File: src/rtl/countdown_mm_ss.sv
// BCD MM:SS countdown timer with alarm ring phase for the kitchen/nap timer mode.
// Optional macro COUNTDOWN_SNOOZE_EN adds a Snooze input that reloads SNOOZE_MIN:00 from RING.
module countdown_mm_ss #(
  parameter int BEEP_TICKS = 10
`ifdef COUNTDOWN_SNOOZE_EN
  , parameter int SNOOZE_MIN = 5
`endif
) (
  input  logic       Clk,
  input  logic       Clr,
  input  logic       Tick,
  input  logic       LD,
  input  logic [2:0] IN_MT,
  input  logic [3:0] IN_MU,
  input  logic [2:0] IN_ST,
  input  logic [3:0] IN_SU,
  input  logic       Start,
  input  logic       Stop,
`ifdef COUNTDOWN_SNOOZE_EN
  input  logic       Snooze,
`endif
  output logic [2:0] MIN_T,
  output logic [3:0] MIN_U,
  output logic [2:0] SEC_T,
  output logic [3:0] SEC_U,
  output logic       Running,
  output logic       Alarm,
  output logic [1:0] DBG_STATE
);

  typedef enum logic [1:0] {IDLE = 2'd0, RUN = 2'd1, PAUSE = 2'd2, RING = 2'd3} state_t;

  localparam logic [7:0] BEEP_LIM = 8'(BEEP_TICKS);

  state_t     state_q, state_d;
  logic [2:0] mt_q, mt_d, st_q, st_d;
  logic [3:0] mu_q, mu_d, su_q, su_d;
  logic [7:0] beep_q, beep_d;
  logic       running_q, alarm_q;

  logic [2:0] dec_mt, dec_st, ld_mt, ld_st;
  logic [3:0] dec_mu, dec_su, ld_mu, ld_su;
  logic       borrow_s, borrow_t, borrow_m;
  logic       count_zero, count_one;

  assign count_zero = (mt_q == 3'd0) && (mu_q == 4'd0) && (st_q == 3'd0) && (su_q == 4'd0);
  assign count_one  = (mt_q == 3'd0) && (mu_q == 4'd0) && (st_q == 3'd0) && (su_q == 4'd1);

  assign ld_mt = (IN_MT > 3'd5) ? 3'd5 : IN_MT;
  assign ld_mu = (IN_MU > 4'd9) ? 4'd9 : IN_MU;
  assign ld_st = (IN_ST > 3'd5) ? 3'd5 : IN_ST;
  assign ld_su = (IN_SU > 4'd9) ? 4'd9 : IN_SU;

  // One-second borrow chain: each digit moves only when the digit below wraps.
  always_comb begin
    borrow_s = (su_q == 4'd0);
    dec_su   = borrow_s ? 4'd9 : su_q - 4'd1;
    borrow_t = 1'b0;
    dec_st   = st_q;
    if (borrow_s) begin
      borrow_t = (st_q == 3'd0);
      dec_st   = borrow_t ? 3'd5 : st_q - 3'd1;
    end
    borrow_m = 1'b0;
    dec_mu   = mu_q;
    if (borrow_t) begin
      borrow_m = (mu_q == 4'd0);
      dec_mu   = borrow_m ? 4'd9 : mu_q - 4'd1;
    end
    dec_mt = borrow_m ? mt_q - 3'd1 : mt_q;
  end

  always_comb begin
    state_d = state_q;
    mt_d    = mt_q;
    mu_d    = mu_q;
    st_d    = st_q;
    su_d    = su_q;
    beep_d  = beep_q;
    if (Stop) begin
      case (state_q)
        RUN:         state_d = PAUSE;
        PAUSE, RING: state_d = IDLE;
        default:     state_d = state_q;
      endcase
    end
`ifdef COUNTDOWN_SNOOZE_EN
    else if (Snooze && (state_q == RING)) begin
      state_d = RUN;
      mt_d    = 3'd0;
      mu_d    = 4'(SNOOZE_MIN);
      st_d    = 3'd0;
      su_d    = 4'd0;
    end
`endif
    else if (LD && (state_q != RUN)) begin
      mt_d = ld_mt;
      mu_d = ld_mu;
      st_d = ld_st;
      su_d = ld_su;
      if (state_q == RING) state_d = IDLE;
    end else if (Start && ((state_q == IDLE) || (state_q == PAUSE)) && !count_zero) begin
      state_d = RUN;
    end else if (Tick) begin
      if (state_q == RUN) begin
        mt_d = dec_mt;
        mu_d = dec_mu;
        st_d = dec_st;
        su_d = dec_su;
        if (count_one) begin
          state_d = RING;
          beep_d  = 8'd0;
        end
      end else if (state_q == RING) begin
        beep_d = beep_q + 8'd1;
        if (beep_d == BEEP_LIM) begin
          state_d = IDLE;
          beep_d  = 8'd0;
        end
      end
    end
  end

  always_ff @(posedge Clk or negedge Clr) begin
    if (!Clr) begin
      state_q   <= IDLE;
      mt_q      <= 3'd0;
      mu_q      <= 4'd0;
      st_q      <= 3'd0;
      su_q      <= 4'd0;
      beep_q    <= 8'd0;
      running_q <= 1'b0;
      alarm_q   <= 1'b0;
    end else begin
      state_q   <= state_d;
      mt_q      <= mt_d;
      mu_q      <= mu_d;
      st_q      <= st_d;
      su_q      <= su_d;
      beep_q    <= beep_d;
      running_q <= (state_d == RUN);
      alarm_q   <= (state_d == RING);
    end
  end

  assign MIN_T     = mt_q;
  assign MIN_U     = mu_q;
  assign SEC_T     = st_q;
  assign SEC_U     = su_q;
  assign Running   = running_q;
  assign Alarm     = alarm_q;
  assign DBG_STATE = state_q;

endmodule

File: config.mk
export PLATFORM = sky130hd
export DESIGN_NAME = countdown_mm_ss
export DESIGN_NICKNAME = d
export VERILOG_FILES = /design/src/rtl/countdown_mm_ss.sv
export SDC_FILE = /design/constraint.sdc
export NUM_CORES = 1
export LEC_CHECK = 0
export CAP_MARGIN = 0
export CORE_MARGIN = 10
export CORE_UTILIZATION = 54
export DETAILED_ROUTE_END_ITERATION = 10
export PLACE_DENSITY = 0.93
export RECOVER_POWER = 50
export SYNTH_ARGS = -nofsm -noshare
export SYNTH_HDL_FRONTEND = slang
export SYNTH_SLANG_ARGS = --single-unit
File: constraint.sdc
create_clock -name Clk -period 5.4 [get_ports Clk]
set_input_delay 1.35 -clock Clk [delete_from_list [all_inputs] [get_ports Clk]]
set_output_delay 1.35 -clock Clk [all_outputs]
set_load 0.05 [all_outputs]
== Word level (Yosys, flattened, before mapping) ==
Cells that the tools add are included.
W data, S select, Z words.
Storage, ports and cells
  logic and storage cells: 98
  bits in registers: 26
Operators by class
  magnitude comparators: 4
  mux-type cells: 42
  bitwise operators: 3
  $add $sub $neg: 5
  reduce and logical (&&, ||, !) cells: 26
  eq/ne operators: 10
Operator list (count)
  $mux W4: 13
  $mux W3: 13
  $mux W8: 4
  $mux W2: 9
  $reduce_and A5 Y1: 3
  $reduce_bool A2 Y1: 6
  $add A8 B1 Y8 const B: 1
  $eq A8 B4 Y1 const B: 1
  $gt A4 B4 Y1 const B: 2
  $logic_not A4 Y1: 2
  $sub A4 B1 Y4 const B: 2
  $logic_and A1 B1 Y1: 7
  $eq A2 B2 Y1 const B: 3
  $gt A3 B3 Y1 const B: 2
  $logic_not A3 Y1: 2
  $reduce_and A6 Y1: 1
  $sub A3 B1 Y3 const B: 2
  $eq A2 B1 Y1 const B: 2
  $eq A4 B1 Y1 const B: 1
  $ne A2 B2 Y1 const B: 2
  $pmux W2 S2: 1
  $reduce_and A4 Y1: 1
  $not A1 Y1: 3
  $logic_not A2 Y1: 1
  5 further kinds: 6

== Logic depth before layout (Yosys ltp) ==
Gate-level depths: netlist of run 1.
  depth in word-level cells: 11
  mapped depth: 8
  gate-level depth less buffers: 8

== Worst setup path after synthesis of run 1 ==
No wires, ideal clock.
  kind: input -> register
  start: in LD
  end: reg mu_q[0] (netlist: MIN_U[0])
  arrival time: 2528 ps
  stages: 5
  buffers on the path: 2
  required time: 5276 ps
  library setup time: 124 ps
  path slack: 2748 ps
  cell sequence: clkbuf_1 -> mux2i_1 -> or3_1 -> buf_2 -> a211o_1
On the way
  word-level cells in the longest chain between the ends: 3
  elaborated cells between the ends (all ways): 7
RTL lines
  start: declaration: line 12  | input logic LD,
  $logic_and A1 B1 Y1 *: line 96  | else if (LD && (state_q != RUN)) begin
  $ne A2 B2 Y1 (no source line) or $reduce_bool A2 Y1 (tied branches)
  $reduce_and A5 Y1 (no source line)
  end signal: assignment: line 137  | mu_q <= mu_d;
  end: declaration: line 37  | logic [3:0] mu_q, mu_d, su_q, su_d;
Every way passes the cells marked *; elsewhere a longest branch is shown, timed or not.
A chain may end at the register's enable or synchronous reset.

== Worst setup path in the final report of run 1 ==
  start: reg su_q[2] (netlist: SEC_U[2])
  end: out SEC_U[2]
RTL lines
  start: declaration: line 37
  start signal: assignment: line 139  | su_q <= su_d;
  end: declaration: line 25  | output logic [3:0] SEC_U,
No word-level cell between the ends.

==> results of run 1 <==
## layout make-up
type                    count  area, um2  area share (%)
well taps                  44       55.1            2.59
inverters                  13       48.8            2.29
multi-input cells         154        976            45.9
clock buffers               3       22.5            1.06
repair buffers             38        374            17.6
flip-flops and latches     26        651            30.6
## final timing paths
check,from,end,slack (ns)
max reg2reg,MIN_T[0]$_DFFE_PN0P_,beep_q[5]$_DFFE_PN0P_,3.27
min,beep_q[7]$_DFFE_PN0P_,beep_q[7]$_DFFE_PN0P_,0.56
max in group asynchronous,Clr,DBG_STATE[0]$_DFF_PN0_,2.69
min in group asynchronous,Clr,beep_q[7]$_DFFE_PN0P_,1.86
max,SEC_U[2]$_DFFE_PN0P_,SEC_U[2],2.36
min reg2reg,beep_q[7]$_DFFE_PN0P_,beep_q[7]$_DFFE_PN0P_,0.56
## state kept, by name, indices dropped and copies added, names as in the netlist
signal     cells
MIN_U          4
Alarm          1
MIN_T          3
SEC_U          4
DBG_STATE      2
Running        1
beep_q         8
SEC_T          3
## kinds of logic (layout without fill, tap and decap cells)
kind of cell | count (synthesis) | after routing | share of synthesized area [%]
compound gates | 70 | 70 | 27.7
xor+xnor | 2 | 2 | 1.02
fa+ha+maj | 4 | 4 | 2.91
buf+inv | 24 | 54 | 5.52
flops | 26 | 26 | 37.8
mux | 2 | 2 | 1.16
simple gates | 76 | 76 | 23.9
## per-layer routing
metal	GRT usage [%]	share of wire [%]
met1	15.7	44
met4	3.72	1.5
met3	3.66	5.5
met2	24.3	49
met5	0	0
## power groups by stage
stage	clock network, mW	registers, mW	logic (mW)
global route	0.0904	0.341	0.523
CTS	0.0856	0.329	0.487
global placement	0	0.332	0.481
floorplan	0	0.495	0.157
detailed placement	0	0.331	0.485
finish	0.0834	0.330	0.482
## Yosys cell counts (3+ instances only)
library cell,instances,area (um2)
inv_1,13,48.8
dfrtp_1,26,651
nor3_1,6,30.0
o22a_1,3,26.3
clkbuf_1,9,33.8
a31oi_1,6,37.5
a21oi_1,13,65.1
nor2b_1,3,18.8
nand2b_1,3,18.8
o31ai_1,3,22.5
a211o_1,3,26.3
nand3_1,3,15.0
nor2_1,27,101
o21ai_1,5,25.0
ha_1,4,50.1
nand4_1,3,18.8
nand2_1,13,48.8
o21ai_0,18,90.1
a32oi_1,4,35.0
## stage by stage
stage / power (mW) / hold WS (ns) / instances
after global placement: 0.813 / 0.517 / 275
final: 0.896 / 0.564 / 278
after detailed placement: 0.816 / 0.550 / 275
after CTS: 0.901 / 0.569 / 278
after global routing: 0.954 / 0.588 / 278
after floorplan: 0.652 / 0.483 / 204
==> impl_results.rst, run 1 <==
.. list-table::
   :header-rows: 1

   * - Metric
     - Value
   * - Result of the run
     - completed
   * - Count of cell instances traversed by the critical path
     - 1
   * - Share of total power in combinational logic
     - 53.9%
   * - Clock latency on the worst-skew pair
     - 0.33 ns
   * - Worst-margin pin slew
     - 1.43 ns
   * - Bufs on Longest Clock Path
     - 2
   * - Area of placed instances
     - 0.00211 mm2
   * - Kind of critical path
     - reg2out
   * - Number of nets in the synthesized netlist
     - 228
   * - CTS sink cnt
     - 26
   * - Fill count
     - 276
   * - Floorplan core area
     - 0.00305 mm2
   * - Most common cell after layout, fill and taps aside
     - clkdlybuf4s50_1
   * - R2R cell count
     - 8
   * - FFs w/ async S/R, synth
     - 100%
   * - Data arrival time of the critical path
     - 1.69 ns
   * - Final worst path period share
     - 56.4%
   * - Endpoints failing hold
     - 0
   * - Max Clk Rate
     - 329 MHz
   * - Kind of launch point of the worst setup path
     - register
   * - Mean area per synthesized cell
     - 8.44 um2
   * - Post-synthesis sequential area ratio
     - 37.8%
   * - Layout cells sized above 1
     - 5.98%
   * - Number of enable-type register cells in the synthesized netlist
     - 0
   * - Post-synthesis instance area
     - 0.00172 mm2
   * - Category of the worst setup path capture point
     - primary output
   * - Internal cell power
     - 449 uW
   * - DP Worst Slack
     - 2.17 ns
   * - Die extent in y
     - 76.5 um
   * - Half-perimeter wire length after detailed placement
     - 3070 um
   * - Postcts setup bufs
     - 0
   * - Avg Vias per Cell
     - 5.87
   * - Critical Path RT
     - 4.05 ns
   * - Post-layout nets
     - 260
   * - Via count
     - 1631
   * - Buffer cell driving the clock tree root
     - clkbuf_4
   * - Non-Filler Cell Area, Final
     - 0.00213 mm2
   * - Antenna Violating Nets Remaining
     - 0
   * - Fraction of power spent switching nets
     - 49.9%
   * - Antenna violations before repair
     - 0
   * - Tmin final
     - 3.04 ns
   * - Number of buffers inserted by port buffering
     - 37
   * - Final critical-path setup slack
     - 2.36 ns
   * - Global-route wire length before repair
     - 6990 um
   * - CP Cell Sequence
     - clkdlybuf4s50_1
   * - I/O pin total
     - 38
   * - Biggest fanout along the worst timing path
     - 6
   * - Max-Slew Margin vs Limit
     - 4.61%
   * - Worst path buffer plus inverter count
     - 1
   * - Final number of max-transition violations
     - 0
   * - TritonCTS buffer count
     - 3
   * - YS warnings
     - 0
   * - Pleak
     - 0.837 nW
   * - Effective utilization at floorplan
     - 56.4%
   * - Most frequent cells in the layout
     - clkdlybuf4s50_1, nor2_1, dfrtp_1
   * - Cells on Worst Hold Path
     - 1
   * - Largest stage delay on the critical path
     - 0.86 ns
   * - Wire length reported by the detailed router
     - 4070 um
   * - Synth Instances
     - 204
   * - Length of the first detailed-routing pass in iterations
     - 4
   * - Final setup TNS
     - 0 ns
   * - Peak supply drop
     - 0.326 mV
   * - Number of distinct library cells after synthesis
     - 50
   * - Antenna cell count
     - 0
   * - DRC violation count after routing
     - 0
   * - Count of standard-cell rows
     - 20
   * - Vias in the first global route
     - 1575
   * - Horizontal die dimension
     - 76.5 um
   * - Setup repair after global routing missed its margin
     - no
   * - Utilization of the core after routing
     - 69.7%
   * - Clock slew at the register clock pins of the worst setup and hold paths
     - 0.14 ns
   * - Overall Global Routing Usage
     - 13.7%
   * - Total Die Area
     - 0.00585 mm2
   * - Final GP Congestion
     - 0.835
   * - Area growth syn-to-layout
     - 23.5%
   * - Clock tree from TritonCTS
     - yes
   * - Net switching power of the design
     - 447 uW
   * - PostCTS Resize Cnt
     - 0
   * - Aggregate global routing overflow
     - 0
   * - Main synth FF type
     - dfrtp_1
   * - H-tree lvl count
     - 1
   * - Final setup fails
     - 0
   * - Drt initial violations
     - 61
   * - Wirelength per Cell
     - 14.7 um
   * - Max-cap check violation count
     - 0
   * - Cell with the biggest individual delay on the critical path
     - clkdlybuf4s50_1
   * - Clock Power Share
     - 9.3%
   * - Cell type group with the largest total delay on the critical path
     - buffers and inverters
   * - Portion of total power attributed to sequential cells
     - 36.8%
   * - Min-delay worst type
     - reg2reg
   * - Post-CTS Hold Fix Bufs
     - 0
   * - Clock tree skew after final layout
     - 0.00601 ns
   * - Pin count of the biggest net entering global routing
     - 27
   * - Power Density
     - 421 mW/mm2
   * - Number of synthesized register bits
     - 26
(Power assumes the default switching activity.)
==> inputs of run 2 (changes only) <==
- CORE_UTILIZATION: 54 -> 50
- PLACE_DENSITY: 0.93 -> 0.87
- clock period: 5.4 -> 3 ns (I/O delays scaled with it)
==> run 2 against run 1 <==
Against the previous run:
- wire length is 4.8% higher
- register-to-register slack got worse by 2.5 ns
- largest power group unchanged
- global-route usage up 0.81 points
- via count rose by 0.67%
- final area is 0.18% higher
- clock power up 86%
- clock-buffer cell count is the same
- critical endpoint is now MIN_T[0]$_DFFE_PN0P_
- sequential share of layout area fell by 0.054 points
- power grew 82%
- non-clock buffer count is 1 higher
- hold slack worse by 0.015 ns
- largest cell class unchanged
==> impl_results.rst, run 2 (synthesis results as in run 1) <==
.. list-table::
   :header-rows: 1

   * - Metric
     - Value
   * - Effective utilization at floorplan
     - 51.6% (-4.8 points)
   * - Count of standard-cell rows
     - 21 (+5.0%)
   * - Kind of launch point of the worst setup path
     - input pin
   * - Bufs on Longest Clock Path
     - 2 (unchanged)
   * - Vias in the first global route
     - 1563 (-0.76%)
   * - Die extent in y
     - 78.7 um (+2.9%)
   * - Number of cells after detailed placement
     - 278 (+1.1%)
   * - Met2 layer wire length in the routed design
     - 1970 um (-0.55%)
   * - I/O pin total
     - 38 (unchanged)
   * - Category of the worst setup path capture point
     - register
   * - Pleak
     - 0.841 nW (+0.48%)
   * - Max Clk Rate
     - 402 MHz
   * - Most common cell after layout, fill and taps aside
     - clkdlybuf4s50_1
   * - Wirelength per Cell
     - 15.2 um (+3.7%)
   * - Area of placed instances
     - 0.00212 mm2 (+0.47%)
   * - Final worst path period share
     - 82.8%
   * - Non-Filler Cell Area, Final
     - 0.00213 mm2 (+0.18%)
   * - CP Cell Sequence
     - dlygate4sd3_1 > mux2i_1 > nor4_1 > o21ai_1 > a22o_1
   * - Max-cap check violation count
     - 0 (unchanged)
   * - Most frequent cells in the layout
     - clkdlybuf4s50_1, nor2_1, dfrtp_1
   * - Final number of max-transition violations
     - 0 (unchanged)
   * - Horizontal die dimension
     - 78.7 um (+2.9%)
   * - Antenna cell count
     - 0 (unchanged)
   * - Global-route wire length before repair
     - 7470 um (+6.8%)
   * - Aggregate global routing overflow
     - 0 (unchanged)
   * - Hold_ws
     - 0.549 ns (-0.0150 ns)
   * - Max reg flops
     - 8 (unchanged)
   * - Peak supply drop
     - 0.553 mV (+70%)
   * - Clock latency on the worst-skew pair
     - 0.33 ns (about the same)
   * - H-tree lvl count
     - 1 (unchanged)
   * - CTS sink cnt
     - 26 (unchanged)
   * - Overall Global Routing Usage
     - 14.5% (+0.81 points)
   * - Cell Count, Final, Fillers Out
     - 281 (+1.1%)
   * - Floorplan core area
     - 0.00334 mm2 (+9.3%)
   * - Min-delay worst type
     - reg2reg
   * - Post-layout nets
     - 261 (+0.38%)
   * - Avg Vias per Cell
     - 5.84 (-0.40%)
   * - Cell type group with the largest total delay on the critical path
     - buffers and inverters
   * - Result of the run
     - completed
   * - Clock tree from TritonCTS
     - yes
   * - Postcts setup bufs
     - 0 (unchanged)
   * - Fill count
     - 309 (+12%)
   * - Total Die Area
     - 0.00619 mm2 (+5.9%)
   * - Number of buffers inserted by port buffering
     - 37 (unchanged)
   * - Largest register by flop count
     - beep_q
   * - Cell with the biggest individual delay on the critical path
     - dlygate4sd3_1
   * - Clock tree skew after final layout
     - 0.0100 ns (+0.00399 ns)
   * - Pin count of the biggest net entering global routing
     - 27 (unchanged)
   * - Final critical-path setup slack
     - 0.515 ns (-1.84 ns)
   * - Final setup fails
     - 0 (unchanged)
   * - Layout cells sized above 1
     - 5.96% (-0.025 points)
   * - Kind of critical path
     - in2reg
   * - Length of the first detailed-routing pass in iterations
     - 4 (unchanged)
   * - Worst path buffer plus inverter count
     - 1 (unchanged)
   * - Half-perimeter wire length after detailed placement
     - 3190 um (+4.0%)
   * - Critical Path RT
     - 3.24 ns (-0.81 ns)
   * - Final setup TNS
     - 0 ns (unchanged)
   * - Data arrival time of the critical path
     - 2.73 ns (+1.04 ns)
   * - Worst-margin pin slew
     - 1.42 ns (-0.00759 ns)
   * - Antenna Violating Nets Remaining
     - 0 (unchanged)
   * - DP Worst Slack
     - 0.421 ns (-1.75 ns)
   * - Max-Slew Margin vs Limit
     - 5.11% (+0.51 points)
   * - Utilization of the core after routing
     - 63.9% (-5.8 points)
   * - Post-CTS Hold Fix Bufs
     - 0 (unchanged)
   * - Power Density
     - 764 mW/mm2 (+82%)
   * - Wire length on met3
     - 381 um (+69%)
   * - Post-Route M1 WL
     - 1830 um (+1.2%)
   * - Biggest fanout along the worst timing path
     - 9 (+3)
   * - Total power draw
     - 1.63 mW (+82%)
   * - Clock slew at the register clock pins of the worst setup and hold paths
     - 0.14 ns (about the same)
   * - DRC violation count after routing
     - 0 (unchanged)
   * - TritonCTS buffer count
     - 3 (unchanged)
   * - Endpoints failing hold
     - 0 (unchanged)
   * - Final GP Congestion
     - 0.861 (+3.1%)
   * - Buffer cell driving the clock tree root
     - clkbuf_4
   * - PostCTS Resize Cnt
     - 0 (unchanged)
   * - Via count
     - 1642 (+0.67%)
   * - Largest stage delay on the critical path
     - 0.69 ns (-0.17 ns)
   * - Antenna violations before repair
     - 0 (unchanged)
   * - Drt initial violations
     - 109 (+79%)
   * - Setup repair after global routing missed its margin
     - no
   * - Highest routed layer
     - met4
   * - Area growth syn-to-layout
     - 23.8%
   * - Tmin final
     - 2.49 ns
   * - Wire length reported by the detailed router
     - 4270 um (+4.8%)
## run 2: cell count changes in the layout (fill, tap and decap cells not counted)
cell             delta
nor4_1              +1
nor4_2              -1
clkdlybuf4s50_1     +1
buf_4               +1
dlygate4sd3_1       -1
## run 2: worst register-to-register path: stages, from the launching register on
cell     delay (ns)
dfrtp_1        0.49
nor4_4         0.41
a32oi_1        0.18
nor4_1         0.64
o21ai_1        0.16
a22o_1         0.26
## run 2: worst paths after layout
kind | startpoint | end | slack (ns) | cells past startpoint
max | LD | MIN_T[0]$_DFFE_PN0P_ | 0.51 | 5
min | beep_q[7]$_DFFE_PN0P_ | beep_q[7]$_DFFE_PN0P_ | 0.55 | 1
max reg2reg | SEC_T[0]$_DFFE_PN0P_ | MIN_T[0]$_DFFE_PN0P_ | 0.77 | 5
min reg2reg | beep_q[7]$_DFFE_PN0P_ | beep_q[7]$_DFFE_PN0P_ | 0.55 | 1
max in group asynchronous | Clr | beep_q[2]$_DFFE_PN0P_ | 0.91 | 2
min in group asynchronous | Clr | Alarm$_DFF_PN0_ | 1.25 | 2
## run 2: power by group
group / internal, mW / switching, mW / total [mW]
combinational: 0.318 / 0.554 / 0.872
clock: 0.0473 / 0.108 / 0.155
sequential: 0.443 / 0.158 / 0.601
## run 2: layout make-up
type | instances | area, um2 | area share, %
Clock buffer | 3 | 22.5 | 1.06
Inverter | 13 | 48.8 | 2.29
Multi-Input combinational cell | 154 | 970 | 45.5
Sequential cell | 26 | 651 | 30.5
Tap cell | 46 | 57.6 | 2.70
Timing Repair Buffer | 39 | 382 | 17.9
## run 2: metal layers
metal  global-route usage [%]  vias to the layer above
li1                         -                      809
met2                     23.3                       57
met5                        0                        -
met3                     4.78                        7
met1                     17.4                      769
met4                     5.91                        0
